File: config.mk
export PLATFORM = sky130hd
export DESIGN_NAME = logic_issue
export DESIGN_NICKNAME = d
export VERILOG_FILES = /design/src/rtl/logic_issue.sv
export SDC_FILE = /design/constraint.sdc
export NUM_CORES = 1
export LEC_CHECK = 0
export CAP_MARGIN = 20
export CORE_ASPECT_RATIO = 0.75
export CORE_UTILIZATION = 55
export DETAILED_ROUTE_END_ITERATION = 10
export GPL_TIMING_DRIVEN = 0
export PLACE_DENSITY_LB_ADDON = 0.15
export SYNTH_ARGS = -nofsm -noshare
export SYNTH_HDL_FRONTEND = slang
export SYNTH_SLANG_ARGS = --single-unit
File: constraint.sdc
create_clock -name clk -period 2.1 [get_ports clk]
set_input_delay 0.21 -clock clk [delete_from_list [all_inputs] [get_ports clk]]
set_output_delay 0.21 -clock clk [all_outputs]
set_load 0.005 [all_outputs]
File: src/rtl/logic_issue.sv
// logic_issue: 8 x 8-bit register file driving an external logical unit through a
// three-state IDLE -> EXEC -> WB sequencer. One operation completes every 3 cycles.
//
// Ports:
//   clk, rst_n           clock, asynchronous active-low reset
//   req_valid_i          operation request (accepted only in IDLE)
//   req_ready_o          high in IDLE only
//   req_op_i             0 = OR, 1 = AND
//   req_rs_i, req_rt_i   source register indices
//   req_rd_i             destination register index
//   ld_valid_i/addr/data register preload (IDLE only)
//   rd_addr_i/rd_data_o  combinational observation read
//   lu_a_o, lu_b_o       registered operands to the logical unit
//   lu_op_o              registered op select to the logical unit
//   lu_y_i               combinational result from the logical unit
//   done_o, done_data_o  one-cycle completion pulse and written-back value
module logic_issue (
  input  logic       clk,
  input  logic       rst_n,
  input  logic       req_valid_i,
  output logic       req_ready_o,
  input  logic       req_op_i,
  input  logic [2:0] req_rs_i,
  input  logic [2:0] req_rt_i,
  input  logic [2:0] req_rd_i,
  input  logic       ld_valid_i,
  input  logic [2:0] ld_addr_i,
  input  logic [7:0] ld_data_i,
  input  logic [2:0] rd_addr_i,
  output logic [7:0] rd_data_o,
  output logic [7:0] lu_a_o,
  output logic [7:0] lu_b_o,
  output logic       lu_op_o,
  input  logic [7:0] lu_y_i,
  output logic       done_o,
  output logic [7:0] done_data_o
);

  typedef enum logic [1:0] {StIdle, StExec, StWb} state_e;

  state_e     state_q, state_d;
  logic [7:0] rf_q [8];
  logic [7:0] rf_d [8];
  logic [7:0] lu_a_q, lu_a_d;
  logic [7:0] lu_b_q, lu_b_d;
  logic       lu_op_q, lu_op_d;
  logic [2:0] rd_q, rd_d;
  logic [7:0] result_q, result_d;
  logic       done_q, done_d;
  logic [7:0] done_data_q, done_data_d;

  always_comb begin
    state_d     = state_q;
    rf_d        = rf_q;
    lu_a_d      = lu_a_q;
    lu_b_d      = lu_b_q;
    lu_op_d     = lu_op_q;
    rd_d        = rd_q;
    result_d    = result_q;
    done_d      = 1'b0;
    done_data_d = done_data_q;

    case (state_q)
      StIdle: begin
        // Operands come from rf_q, so a coincident load is not visible to this request.
        if (ld_valid_i) begin
          rf_d[ld_addr_i] = ld_data_i;
        end
        if (req_valid_i) begin
          lu_a_d  = rf_q[req_rs_i];
          lu_b_d  = rf_q[req_rt_i];
          lu_op_d = req_op_i;
          rd_d    = req_rd_i;
          state_d = StExec;
        end
      end
      StExec: begin
        result_d = lu_y_i;
        state_d  = StWb;
      end
      StWb: begin
        rf_d[rd_q]  = result_q;
        done_d      = 1'b1;
        done_data_d = result_q;
        state_d     = StIdle;
      end
      default: state_d = StIdle;
    endcase
  end

  always_ff @(posedge clk or negedge rst_n) begin
    if (!rst_n) begin
      state_q     <= StIdle;
      for (int i = 0; i < 8; i++) begin
        rf_q[i] <= 8'h00;
      end
      lu_a_q      <= 8'h00;
      lu_b_q      <= 8'h00;
      lu_op_q     <= 1'b0;
      rd_q        <= 3'd0;
      result_q    <= 8'h00;
      done_q      <= 1'b0;
      done_data_q <= 8'h00;
    end else begin
      state_q     <= state_d;
      rf_q        <= rf_d;
      lu_a_q      <= lu_a_d;
      lu_b_q      <= lu_b_d;
      lu_op_q     <= lu_op_d;
      rd_q        <= rd_d;
      result_q    <= result_d;
      done_q      <= done_d;
      done_data_q <= done_data_d;
    end
  end

  assign req_ready_o = (state_q == StIdle);
  assign rd_data_o   = rf_q[rd_addr_i];
  assign lu_a_o      = lu_a_q;
  assign lu_b_o      = lu_b_q;
  assign lu_op_o     = lu_op_q;
  assign done_o      = done_q;
  assign done_data_o = done_data_q;

endmodule

==> metrics.csv <==
metric,value,unit
status,finished clean,
Startpoint Class,flop,
share of the synthesized area in the top cell type,37.3,%
Critical Path Max Stage Delay,530,ps
# nets final,770,
gr usage total,38.2,%
I/O Pins,71,
Worst-path clk slew,80,ps
Worst R2R Start,rd_q[0],
mux cell area share after synthesis,26.8,%
Pre-antenna DRT Iters,7,
fin. max-slew vios,0,
Starting Density,56.3,%
core area,12300,sq um
reg2reg end,rf_q[49],
XOR/XNOR share of the synthesized area,0,%
power per standard cell area,1060,nW/um^2
total power,8.92,mW
synth-to-layout area growth,21.3,%
vias in the first global route,5958,
CTS tree,done,
vias per cell,6.97,
"Clk Latency, worst-skew pair",360,ps
synthesized area,6910,sq um
Slew headroom,55.3,%
die width,131,um
Yosys reg bits,103,
CP Max Fanout,2,
CTS root buf,clkbuf_16,
port buffer count,64,
critical path arrival,1870,ps
first-pass GRT wire length,36500,um
Post-synth top flop,dfrtp_1,
clock buffer depth,2,
Peak VDD IR,0.787,mV
Mean Syn Cell Area,11.0,sq um
Leak,3.51,nW
row cnt,35,
clk sinks,103,
CP Class,flop to primary output,
number of synthesized flops with an enable pin,0,
Syn Nets,666,
worst r2r path cells,5,
cell taking the most area after synthesis,dfrtp_1,
number of antenna diodes,0,
min Tclk post-route,2080,ps
wire per inst,26.9,um
Netlist cell types,43,
aggregate global routing overflow,0,
RD Place Congestion,1.00,
measured slew at the worst slew-check pin,670,ps
fmax,481,MHz
reg2reg setup slack,30,ps
HPWL after detailed placement,17800,um
Hold/Removal Path Class,primary input to asynchronous set/reset pin,
post-synthesis simple-gate area fraction,15.4,%
ratio of cells with drive above 1 in the final layout,30.3,%
Routed WL,24400,um
YS warnings,0,
slowest CP cell,mux4_2,
Final setup viols,0,
Iter 0 DRT Violations,820,
Final Hold Fails,0,
Compound-Gate Fraction of Synth Area,15.9,%
largest net degree at the start of global routing,55,
Layout Skew,8.48,ps
largest family of logic cells by synthesized area,multiplexers,
CTS Buf Count,9,
Die H,99.0,um
Synth Area in Adders,0,%
async set or reset register ratio after synthesis,100,%
initial antenna violation count,2,
Die ar.,13000,sq um
Synth area leaders,"dfrtp_1 37%, mux2_2 17%, mux4_2 5.2%",
Crit. Startpoint,rf_q[37],
cell count after synthesis,630,
RSZ-0062 raised after global routing,true,
antenna-violating nets left,0,
"Seq/Total Area, Yosys",37.3,%
final routed DRC violation total,0,
CTS H-tree lvls,3,
Via Count,6305,
placed cell count,861,
Final Cycle Share,99.0,%
crit-path cells,mux4_2 -> mux2_2 -> dlygate4sd2_1,
Synth top cells by count,"103 x dfrtp_1, 103 x mux2_2, 60 x nand2_1",
max-cap violation count,0,
required time worst endpoint,1890,ps
Critical Path Sink Type,primary output,
fin cells,905,
power by group:
part	internal (mW)	total, mW	switching (mW)
sequential	2.69	3.51	0.814
combinational	2.00	3.70	1.71
clock	0.841	1.71	0.866
total	5.53	8.92	3.39
per-stage QoR:
| stage | setup WS [ps] | setup TNS [ps] | utilization, % | cell area (sq um) | hold slack, ps |
|---|---|---|---|---|---|
| after detailed placement | -356 | -11790 | 63.4 | 7780 | 288 |
| after floorplan | 251 | 0 | - | 6910 | -85.6 |
| after global routing | -15.2 | -16.6 | 68.3 | 8380 | 467 |
| after CTS | -6.51 | -6.51 | 67.7 | 8300 | 457 |
| after global placement | -2870 | -304620 | 63.2 | 7750 | 460 |
| final | 20.7 | 0 | 68.3 | 8380 | 427 |
state kept, by name, summed over array words and instances, names as in the netlist:
signal,flops
rf_q,64
done_data_o,8
lu_a_o,8
lu_b_o,8
result_q,8
rd_q,3
state_q,2
done_o,1
lu_op_o,1
metal layers:
metal | wire (um) | part of all wire [%] | up-vias | GRT usage, %
met3 | 2800 | 11 | 72 | 10.5
met2 | 10300 | 42 | 413 | 55.6
met4 | 777 | 3.2 | 2 | 12.2
met5 | 9 | 0.037 | - | 0
li1 | - | - | 2672 | -
met1 | 10500 | 43 | 3146 | 55.1
worst max path at each step:
stage / to / slack [ps] / cells past startpoint
final: rd_data_o[5] / 20 / 3
after global placement: rd_q[0] / -2870 / 1
after detailed placement: rf_q[46] / -360 / 5
after global routing: rf_q[4] / -20 / 7
after floorplan: rf_q[24] / 250 / 4
after CTS: rf_q[8] / -7 / 4
worst max-delay path: cells and delay by family, from the launching register on:
| family | cells | cell delay [ps] |
|---|---|---|
| multiplexers | 2 | 820 |
| buffers and inverters | 1 | 260 |
| flip-flops | 1 | 440 |
logic make-up (layout without fill, tap and decap cells):
kind of cell	count (synthesis)	in the layout
flip-flops	103	103
AO/OA/AOI/OAI	133	133
buffers and inverters	73	182
multiplexers	152	152
AND/OR/NAND/NOR	169	169
cell type report:
class / count / area, sq um
Fill cell: 922 / 3890
Timing Repair Buffer: 93 / 906
Tap cell: 166 / 208
Buffer: 70 / 322
Multi-Input combinational cell: 454 / 4050
Inverter: 3 / 11.3
Clock buffer: 10 / 229
Sequential cell: 103 / 2580
Clock inverter: 6 / 62.6
layout by cell type, fill, tap and decap left out, types with 4 or more instances in the layout:
cell type,synthesis,layout
a221oi_1,4,4
a22o_1,25,25
a2bb2oi_1,7,7
a31oi_1,4,4
buf_1,10,10
buf_2,24,23
buf_4,0,25
clkbuf_1,35,26
clkbuf_16,0,9
clkbuf_2,0,9
clkdlybuf4s50_1,0,55
dfrtp_1,103,98
dfrtp_2,0,5
dlygate4sd2_1,0,8
mux2_2,103,102
mux2i_1,32,32
mux4_2,16,16
nand2_1,60,60
nand2b_1,17,17
nand3_1,11,11
nand4_1,8,8
nand4b_1,18,18
nor2_1,4,4
nor2b_1,13,13
nor4bb_1,9,9
o22ai_1,42,41
o31ai_1,16,16
o32ai_1,24,24
or4b_2,7,7
or4bb_1,11,11
repair_timing:
item	in CTS	in global routing
resized for setup	16	26
buffers inserted	25	2
hold endpoints to repair	49	0
setup endpoints to repair	16	43
pin swaps	1	3
hold buffers	1	0
Power figures use the tool's default switching activity.
